[config.mk]
export PLATFORM = sky130hd
export DESIGN_NAME = glb_stream_arbiter
export DESIGN_NICKNAME = d
export VERILOG_FILES = /design/src/rtl/glb_stream_arbiter.sv
export SDC_FILE = /design/constraint.sdc
export NUM_CORES = 1
export LEC_CHECK = 0
export CORE_ASPECT_RATIO = 0.8
export CORE_UTILIZATION = 31
export CTS_CLUSTER_SIZE = 12
export DETAILED_ROUTE_END_ITERATION = 10
export GPL_ROUTABILITY_DRIVEN = 0
export PLACE_DENSITY_LB_ADDON = 0.08
export SYNTH_ARGS = -nofsm -noshare
export SYNTH_HDL_FRONTEND = slang
export SYNTH_SLANG_ARGS = --single-unit
export TNS_END_PERCENT = 100
[constraint.sdc]
create_clock -name clk -period 2.2 [get_ports clk]
set_clock_uncertainty 0.2 [all_clocks]
set_input_delay 0.66 -clock clk [delete_from_list [all_inputs] [get_ports clk]]
set_output_delay 0.66 -clock clk [all_outputs]
set_load 0.05 [all_outputs]
[src/rtl/glb_stream_arbiter.sv]
// Round-robin arbiter sharing one GLB write stream among NUM_SRC tile sources.
// Optional per-source transfer counters when GLB_ARB_STATS_EN is defined.

module glb_arb_src_lane (
  input  logic        clk,
  input  logic        rst_n,
  input  logic        i_flush,
  input  logic        i_done,
`ifdef GLB_ARB_STATS_EN
  input  logic        i_xfer,
  output logic [15:0] o_stat,
`endif
  output logic        o_done_q
);

  logic r_done_q;

  // Sticky completion flag; only flush or reset re-arms the source.
  always_ff @(posedge clk or negedge rst_n) begin
    if (!rst_n)       r_done_q <= 1'b0;
    else if (i_flush) r_done_q <= 1'b0;
    else if (i_done)  r_done_q <= 1'b1;
  end

  assign o_done_q = r_done_q;

`ifdef GLB_ARB_STATS_EN
  logic [15:0] r_stat;

  always_ff @(posedge clk or negedge rst_n) begin
    if (!rst_n)                            r_stat <= '0;
    else if (i_flush)                      r_stat <= '0;
    else if (i_xfer && r_stat != 16'hFFFF) r_stat <= r_stat + 16'd1;
  end

  assign o_stat = r_stat;
`endif

endmodule

module glb_stream_arbiter #(
  parameter int NUM_SRC   = 4,
  parameter int DATA_W    = 16,
  parameter int MAX_BURST = 8
) (
  input  logic                        clk,
  input  logic                        rst_n,
  input  logic                        flush,
  input  logic [NUM_SRC-1:0]          src_en,
  input  logic [NUM_SRC*DATA_W-1:0]   src_data,
  input  logic [NUM_SRC-1:0]          src_valid,
  output logic [NUM_SRC-1:0]          src_ready,
  input  logic [NUM_SRC-1:0]          src_done,
  output logic [DATA_W-1:0]           out_data,
  output logic                        out_valid,
  input  logic                        out_ready,
  output logic [$clog2(NUM_SRC)-1:0]  out_src_id,
`ifdef GLB_ARB_STATS_EN
  output logic [NUM_SRC*16-1:0]       stat_count,
`endif
  output logic                        all_done
);

  localparam int IDW = $clog2(NUM_SRC);
  localparam int BCW = $clog2(MAX_BURST + 1);
  localparam logic [BCW-1:0] BURST_LAST = BCW'(MAX_BURST - 1);
  localparam logic [IDW:0]   NSRC_W     = (IDW+1)'(NUM_SRC);

  localparam logic [1:0] ST_IDLE  = 2'd0;
  localparam logic [1:0] ST_GRANT = 2'd1;
  localparam logic [1:0] ST_DONE  = 2'd2;

  logic [1:0]                    r_state;
  logic [IDW-1:0]                r_rr_ptr;
  logic [IDW-1:0]                r_grant;
  logic [BCW-1:0]                r_burst;
  logic                          r_all_done;

  logic [NUM_SRC-1:0][DATA_W-1:0] w_src_data;
  logic [NUM_SRC-1:0]            w_done_q;
  logic [NUM_SRC-1:0]            w_elig;
  logic                          w_all_fin;
  logic                          w_pick_vld;
  logic [IDW-1:0]                w_pick;
  logic [IDW:0]                  w_sum;
  logic                          w_gnt_act;
  logic                          w_xfer;
  logic                          w_last;
  logic                          w_release;

  assign w_src_data = src_data;

  genvar gi;
  generate
    for (gi = 0; gi < NUM_SRC; gi++) begin : g_lane
      glb_arb_src_lane u_lane (
        .clk      (clk),
        .rst_n    (rst_n),
        .i_flush  (flush),
        .i_done   (src_done[gi]),
`ifdef GLB_ARB_STATS_EN
        .i_xfer   (w_xfer && (r_grant == IDW'(gi))),
        .o_stat   (stat_count[gi*16 +: 16]),
`endif
        .o_done_q (w_done_q[gi])
      );
    end
  endgenerate

  // A source raising done this cycle is already excluded from arbitration.
  assign w_elig    = src_en & src_valid & ~w_done_q & ~src_done;
  assign w_all_fin = &(w_done_q | ~src_en);

  // First eligible source searching upward from rr_ptr+1, wrapping at NUM_SRC.
  always_comb begin
    w_pick_vld = 1'b0;
    w_pick     = '0;
    w_sum      = '0;
    for (int k = 1; k <= NUM_SRC; k++) begin
      w_sum = {1'b0, r_rr_ptr} + (IDW+1)'(k);
      if (w_sum >= NSRC_W) w_sum = w_sum - NSRC_W;
      if (!w_pick_vld && w_elig[w_sum[IDW-1:0]]) begin
        w_pick_vld = 1'b1;
        w_pick     = w_sum[IDW-1:0];
      end
    end
  end

  assign w_gnt_act = (r_state == ST_GRANT) && !flush;
  assign out_valid = w_gnt_act && src_valid[r_grant];
  assign out_data  = w_gnt_act ? w_src_data[r_grant] : '0;
  assign out_src_id = r_grant;
  assign all_done   = r_all_done;

  always_comb begin
    src_ready = '0;
    if (w_gnt_act) src_ready[r_grant] = out_ready;
  end

  assign w_xfer    = out_valid && out_ready;
  assign w_last    = w_xfer && (r_burst == BURST_LAST);
  assign w_release = w_last || src_done[r_grant] || !src_valid[r_grant] || !src_en[r_grant];

  always_ff @(posedge clk or negedge rst_n) begin
    if (!rst_n) begin
      r_state    <= ST_IDLE;
      r_rr_ptr   <= '0;
      r_grant    <= '0;
      r_burst    <= '0;
      r_all_done <= 1'b0;
    end else if (flush) begin
      r_state    <= ST_IDLE;
      r_rr_ptr   <= '0;
      r_burst    <= '0;
      r_all_done <= 1'b0;
    end else begin
      case (r_state)
        ST_IDLE: begin
          if (w_all_fin) begin
            r_state <= ST_DONE;
          end else if (w_pick_vld) begin
            r_grant <= w_pick;
            r_burst <= '0;
            r_state <= ST_GRANT;
          end
        end
        ST_GRANT: begin
          if (w_xfer) r_burst <= r_burst + 1'b1;
          if (w_release) begin
            r_rr_ptr <= r_grant;
            r_state  <= ST_IDLE;
          end
        end
        ST_DONE: r_all_done <= 1'b1;
        default: r_state <= ST_IDLE;
      endcase
    end
  end

endmodule

# [After elaboration in Yosys (flattened, before gate mapping)]
# Index checks and enable logic that the tools add are counted.
# W data, S select, Z words.
[classes] addsub=9 magnitude_cmp=10 eq_ne=9 n_mux=55 bitwise_logic=10 reduce_logical=31
[op_table] operator="$bmux W16 S2" n=1
[op_table] operator="$mux W16" n=2
[op_table] operator="$mux W2" n=15
[op_table] operator="$mux W1" n=22
[op_table] operator="$mux W4" n=5
[op_table] operator="$and A4 B4 Y4" n=4
[op_table] operator="$lt A2 B3 Y1 const B" n=5
[op_table] operator="$bmux W1 S2" n=7
[op_table] operator="$reduce_bool A2 Y1" n=7
[op_table] operator="$ge A3 B3 Y1 const B" n=4
[op_table] operator="$ne A3 B3 Y1 const B" n=4
[op_table] operator="$not A4 Y4" n=3
[op_table] operator="$reduce_and A4 Y1" n=3
[op_table] operator="$logic_and A1 B1 Y1" n=8
[op_table] operator="$pmux W4 S2" n=1
[op_table] operator="$sub A2 B1 Y2 const B" n=4
[op_table] operator="$add A2 B2 Y3 const B" n=2
[op_table] operator="$logic_not A1 Y1" n=6
[op_table] operator="$pmux W2 S3" n=1
[op_table] operator="$add A4 B1 Y4 const B" n=1
[op_table] operator="$eq A4 B3 Y1 const B" n=1
[op_table] operator="$ne A4 B4 Y1 const B" n=1
[op_table] operator="$or A4 B4 Y4" n=1
[op_table] operator="$add A2 B1 Y3 const B" n=1
[op_table] operator="12 further kinds" n=15
[totals] register_bits=15 word_cells=133

# [Longest topological paths before layout]
[depth] ltp_word=19 mapped_depth=7 mapped_depth_nobuf=6

# [Hierarchy]
# Synthesis repeated with hierarchy kept, for this count alone.
[unflattened] cells_unflattened=138 area_unflattened_um2=1510.2
[modules_own_cells] module="glb_stream_arbiter" n_inst=1 cells_each=130 area_each_um2=1370.1
[modules_own_cells] module="glb_arb_src_lane" n_inst=4 cells_each=2 area_each_um2=35.0

# [Worst setup path after synthesis]
# No wires, ideal clock.
[synth_timing] path_kind="input to output" start="input port flush" end="output port src_ready[0]" arrival_ns=2.482 required_time_ns=1.340 slack_ns=-1.142 path_stages=4 path_buffers=1 path_cell_list="nor3b_1 > clkbuf_1 > nand2_1 > nor3_1"
[synth_via] elab_chain_cells=3
[synth_rtl] element="from (decl)" line="48" text="input logic flush,"
[synth_rtl] element="$logic_not A1 Y1" line="129" text="assign w_gnt_act = (r_state == ST_GRANT) && !flush;"
[synth_rtl] element="$logic_and A1 B1 Y1" line="129"
[synth_rtl] element="$mux W4" line="137" text="if (w_gnt_act) src_ready[r_grant] = out_ready;"
[synth_rtl] element="to (decl)" line="52" text="output logic [NUM_SRC-1:0] src_ready,"
# Every way passes these cells.

# [Worst setup path after layout]
[layout_timing] start="register r_grant[0], in the netlist out_src_id[0]" end="output port out_data[2]"
[layout_via] elab_chain_cells=3
[layout_rtl] element="from (decl)" line="75" text="logic [IDW-1:0] r_grant;"
[layout_rtl] element="from (signal assigned)" line="162" text="r_grant <= w_pick;"
[layout_rtl] element="$bmux W16 S2" line="131" text="assign out_data = w_gnt_act ? w_src_data[r_grant] : '0;"
[layout_rtl] element="$mux W16 (not written as such)" line="131"
[layout_rtl] element="$mux W16" line="131"
[layout_rtl] element="to (decl)" line="54" text="output logic [DATA_W-1:0] out_data,"
# Every way passes these cells. The select of a mux whose other input is x is not followed.

==> results.py <==
metrics = {
    "run_status": {
        "status": "complete, but fails checks",
        "violations": "negative setup slack",
    },
    "sta": {
        "setup-tns-final_ns": -5.55,
        "worst_slew_pin_slew_ns": 0.270,
        "slew_headroom": 0.820,
        "slew_violations": 0,
        "setup_slack_ns": -0.289,
        "finalSetupViolations": 21,
        "period_needed_ns": 2.49,
        "clock.fmax_mhz": 402,
        "hold_viol": 0,
        "final.period_utilization": 1.13,
        "rsz0062_at_grt": "true",
    },
    "critical_path": {
        "end_kind": "output port",
        "reg2reg_to": "r_burst[3]$_DFFE_PN0P_",
        "cp_num_buf_inv": 2,
        "crit_slowest_cell": "mux4_2",
        "crit_path_end": "out_data[2]",
        "critical_path.top_delay_family": "multiplexers",
        "worst_ep_arrival_time_ns": 1.63,
        "cp-startpoint": "out_src_id[0]$_DFFE_PN0P_",
        "critPathMaxStageDelay_ns": 0.51,
        "regToRegSetupSlack_ns": 0.26,
        "crit_chain": "buf_6, mux4_2, and2_4, buf_12",
        "rr_worst_depth": 6,
        "crit_cells": 4,
        "path_max_fanout": 7,
        "r2r-start": "out_src_id[1]$_DFFE_PN0P_",
        "critPathRequiredTime_ns": 1.34,
        "crit_path_start_kind": "register",
        "critPathKind": "reg2out",
    },
    "synth": {
        "netlist_area_mm2": 0.00142,
        "syn_area_per_cell_um2": 10.7,
        "netlist_instances": 133,
        "yosysTopAreaCell": "mux4_2",
        "synthFlopType": "dfrtp_1",
        "yosysWarnings": 0,
        "netlist_top_cells_count": "18 x mux4_2, 17 x and2_1, 15 x dfrtp_1, 13 x nor2_1, 6 x nor2b_1",
        "synth-seq-cells": 15,
        "yosysMostFrequentCell": "mux4_2",
        "synthDistinctLibCells": 37,
        "synth_edf_count": 0,
        "synth_fp_nets": 214,
        "synth-seq-area-share": 0.264,
        "post-synth-top-area-fraction": 0.285,
        "synth_area_leaders": "mux4_2 29%, dfrtp_1 26%, and2_1 7.5%",
        "async_reset_ff_frac": 1.00,
    },
    "clock_tree": {
        "clk_path_buf_depth": 2,
        "cts_root_buffer": "clkbuf_8",
        "hold_buffers": 0,
        "cts_tree": "yes",
        "cts_max_level": 1,
        "path_clk_slew_ns": 0.07,
        "cts_made_buffers": 3,
        "cts_sinks": 15,
        "clk_latency_ns": 0.25,
    },
    "place": {
        "hpwl_um": 4420,
        "io_buffers": 103,
        "place_inst": 309,
    },
    "drt": {
        "wl_um": 5450,
        "first_iter_violations": 44,
        "drtAntennaViolNets": 0,
        "vias_per_cell": 5.17,
        "vias": 1627,
        "drtPass1Iterations": 4,
        "drc": 0,
        "wl_per_cell_um": 17.3,
    },
    "finish": {
        "area_delta_synth_final_pct": 124,
        "drive_above_1_share": 0.461,
        "layoutNonFillerInstCount": 315,
        "diodes": 0,
        "nets": 340,
    },
    "die": {
        "top_level_ports": 104,
        "die_area_mm2": 0.00486,
        "initial_core_util": 0.332,
        "core_area_mm2": 0.00428,
        "rows": 21,
        "die_w_um": 77.7,
        "die_h_um": 62.5,
    },
    "global_route": {
        "grt_antenna_before_repair": 0,
        "first_global_vias": 1724,
        "grt_start_max_net_pins": 16,
        "grt_pass1_wl_um": 8690,
        "grt_use_total": 0.229,
        "grt_overflow": 0,
    },
    "power": {
        "p_leak_nw": 1.30,
        "total_power_mw": 1.42,
        "ir_drop_uv": 428,
        "power.density_mw_per_mm2": 447,
    },
    "hold_path": {
        "hold_path.class": "reg2reg",
    },
    "job": {
        "drv_cap": 0,
    },
}
==> where the power goes <==
group | internal, mW | leakage (nW) | total [mW] | switching [mW]
registers | 0.299 | 0.198 | 0.325 | 0.0257
clock network | 0.125 | 0.0255 | 0.230 | 0.104
logic | 0.504 | 1.08 | 0.869 | 0.365
==> logic make-up after synthesis <==
family,count (synthesis),synth area share
AND/OR/NAND/NOR,64,0.272
multiplexers,21,0.309
AO/OA/AOI/OAI,18,0.0969
flip-flops,15,0.264
buffers and inverters,13,0.0423
XOR/XNOR,1,0.00617
adder cells (fa/ha/maj),1,0.00881
==> layout by cell type, fill, tap and decap left out, types with 4 or more instances in the layout <==
| cell type | instances |
|---|---|
| inv_1 | 4 |
| dfrtp_1 | 13 |
| nor2_1 | 10 |
| clkdlybuf4s15_1 | 64 |
| nand2b_1 | 5 |
| nor2b_1 | 6 |
| a21oi_1 | 4 |
| and2_4 | 18 |
| buf_12 | 25 |
| mux4_2 | 18 |
| buf_6 | 8 |
| buf_4 | 22 |
| dlygate4sd2_1 | 6 |
==> layer usage <==
layer,up-vias,global-route usage,routed length (um)
li1,756,-,-
met1,809,0.279,2200
met2,58,0.421,2960
met3,4,0.0423,257
met4,0,0.0401,34
met5,-,0,0
==> sequential cells by signal (all words and copies together), names as in the netlist <==
signal,flops
g_lane.u_lane.o_done_q,4
r_burst,4
out_src_id,2
r_rr_ptr,2
r_state,2
all_done,1
==> worst register-to-register path, cell delays in order (launching register included) <==
cell and delay, ns:
dfrtp_2 0.41, mux4_2 0.55, buf_4 0.17, and3_4 0.18
nor2_2 0.07, and2_4 0.16, o2bb2ai_1 0.12
==> repair_timing <==
action,4_1_cts,5_1_grt
pin swaps,27,4
resized for setup,172,9
setup endpoints to repair,29,29
buffers inserted,2,1
==> area by class of cell <==
| cell class | instances | area, um2 |
|---|---|---|
| timing repair buffer | 130 | 1510 |
| multi-input combinational | 105 | 1160 |
| fill | 291 | 1100 |
| sequential | 15 | 378 |
| tap | 57 | 71.3 |
| clock buffer | 3 | 41.3 |
| inverter | 4 | 15.0 |
| clock inverter | 1 | 5.00 |
==> through the flow <==
stage,utilization,setup WS [ns],hold WS [ns],area [um2]
6_report,0.743,-0.289,0.292,3180
3_5_place_dp,0.704,-0.654,0.279,3020
2_1_floorplan,-,-0.308,0.164,1560
4_1_cts,0.731,-0.300,0.288,3130
5_1_grt,0.743,-0.354,0.312,3180
3_3_place_gp,0.704,-0.633,0.263,3020
==> worst min path at each step <==
stage	start	endpoint	slack, ns	cells after the start
after floorplan	rst_n	all_done$_DFFE_PN0P_	0.16	0
after global placement	r_state[0]$_DFFE_PN0P_	r_state[1]$_DFFE_PN0P_	0.26	1
after detailed placement	r_state[0]$_DFFE_PN0P_	r_state[1]$_DFFE_PN0P_	0.28	1
after CTS	r_state[0]$_DFFE_PN0P_	r_state[1]$_DFFE_PN0P_	0.29	1
after global routing	r_state[0]$_DFFE_PN0P_	r_state[1]$_DFFE_PN0P_	0.31	1
final	r_state[0]$_DFFE_PN0P_	r_state[1]$_DFFE_PN0P_	0.29	1
No activity file was read; power rests on OpenSTA's default activity.
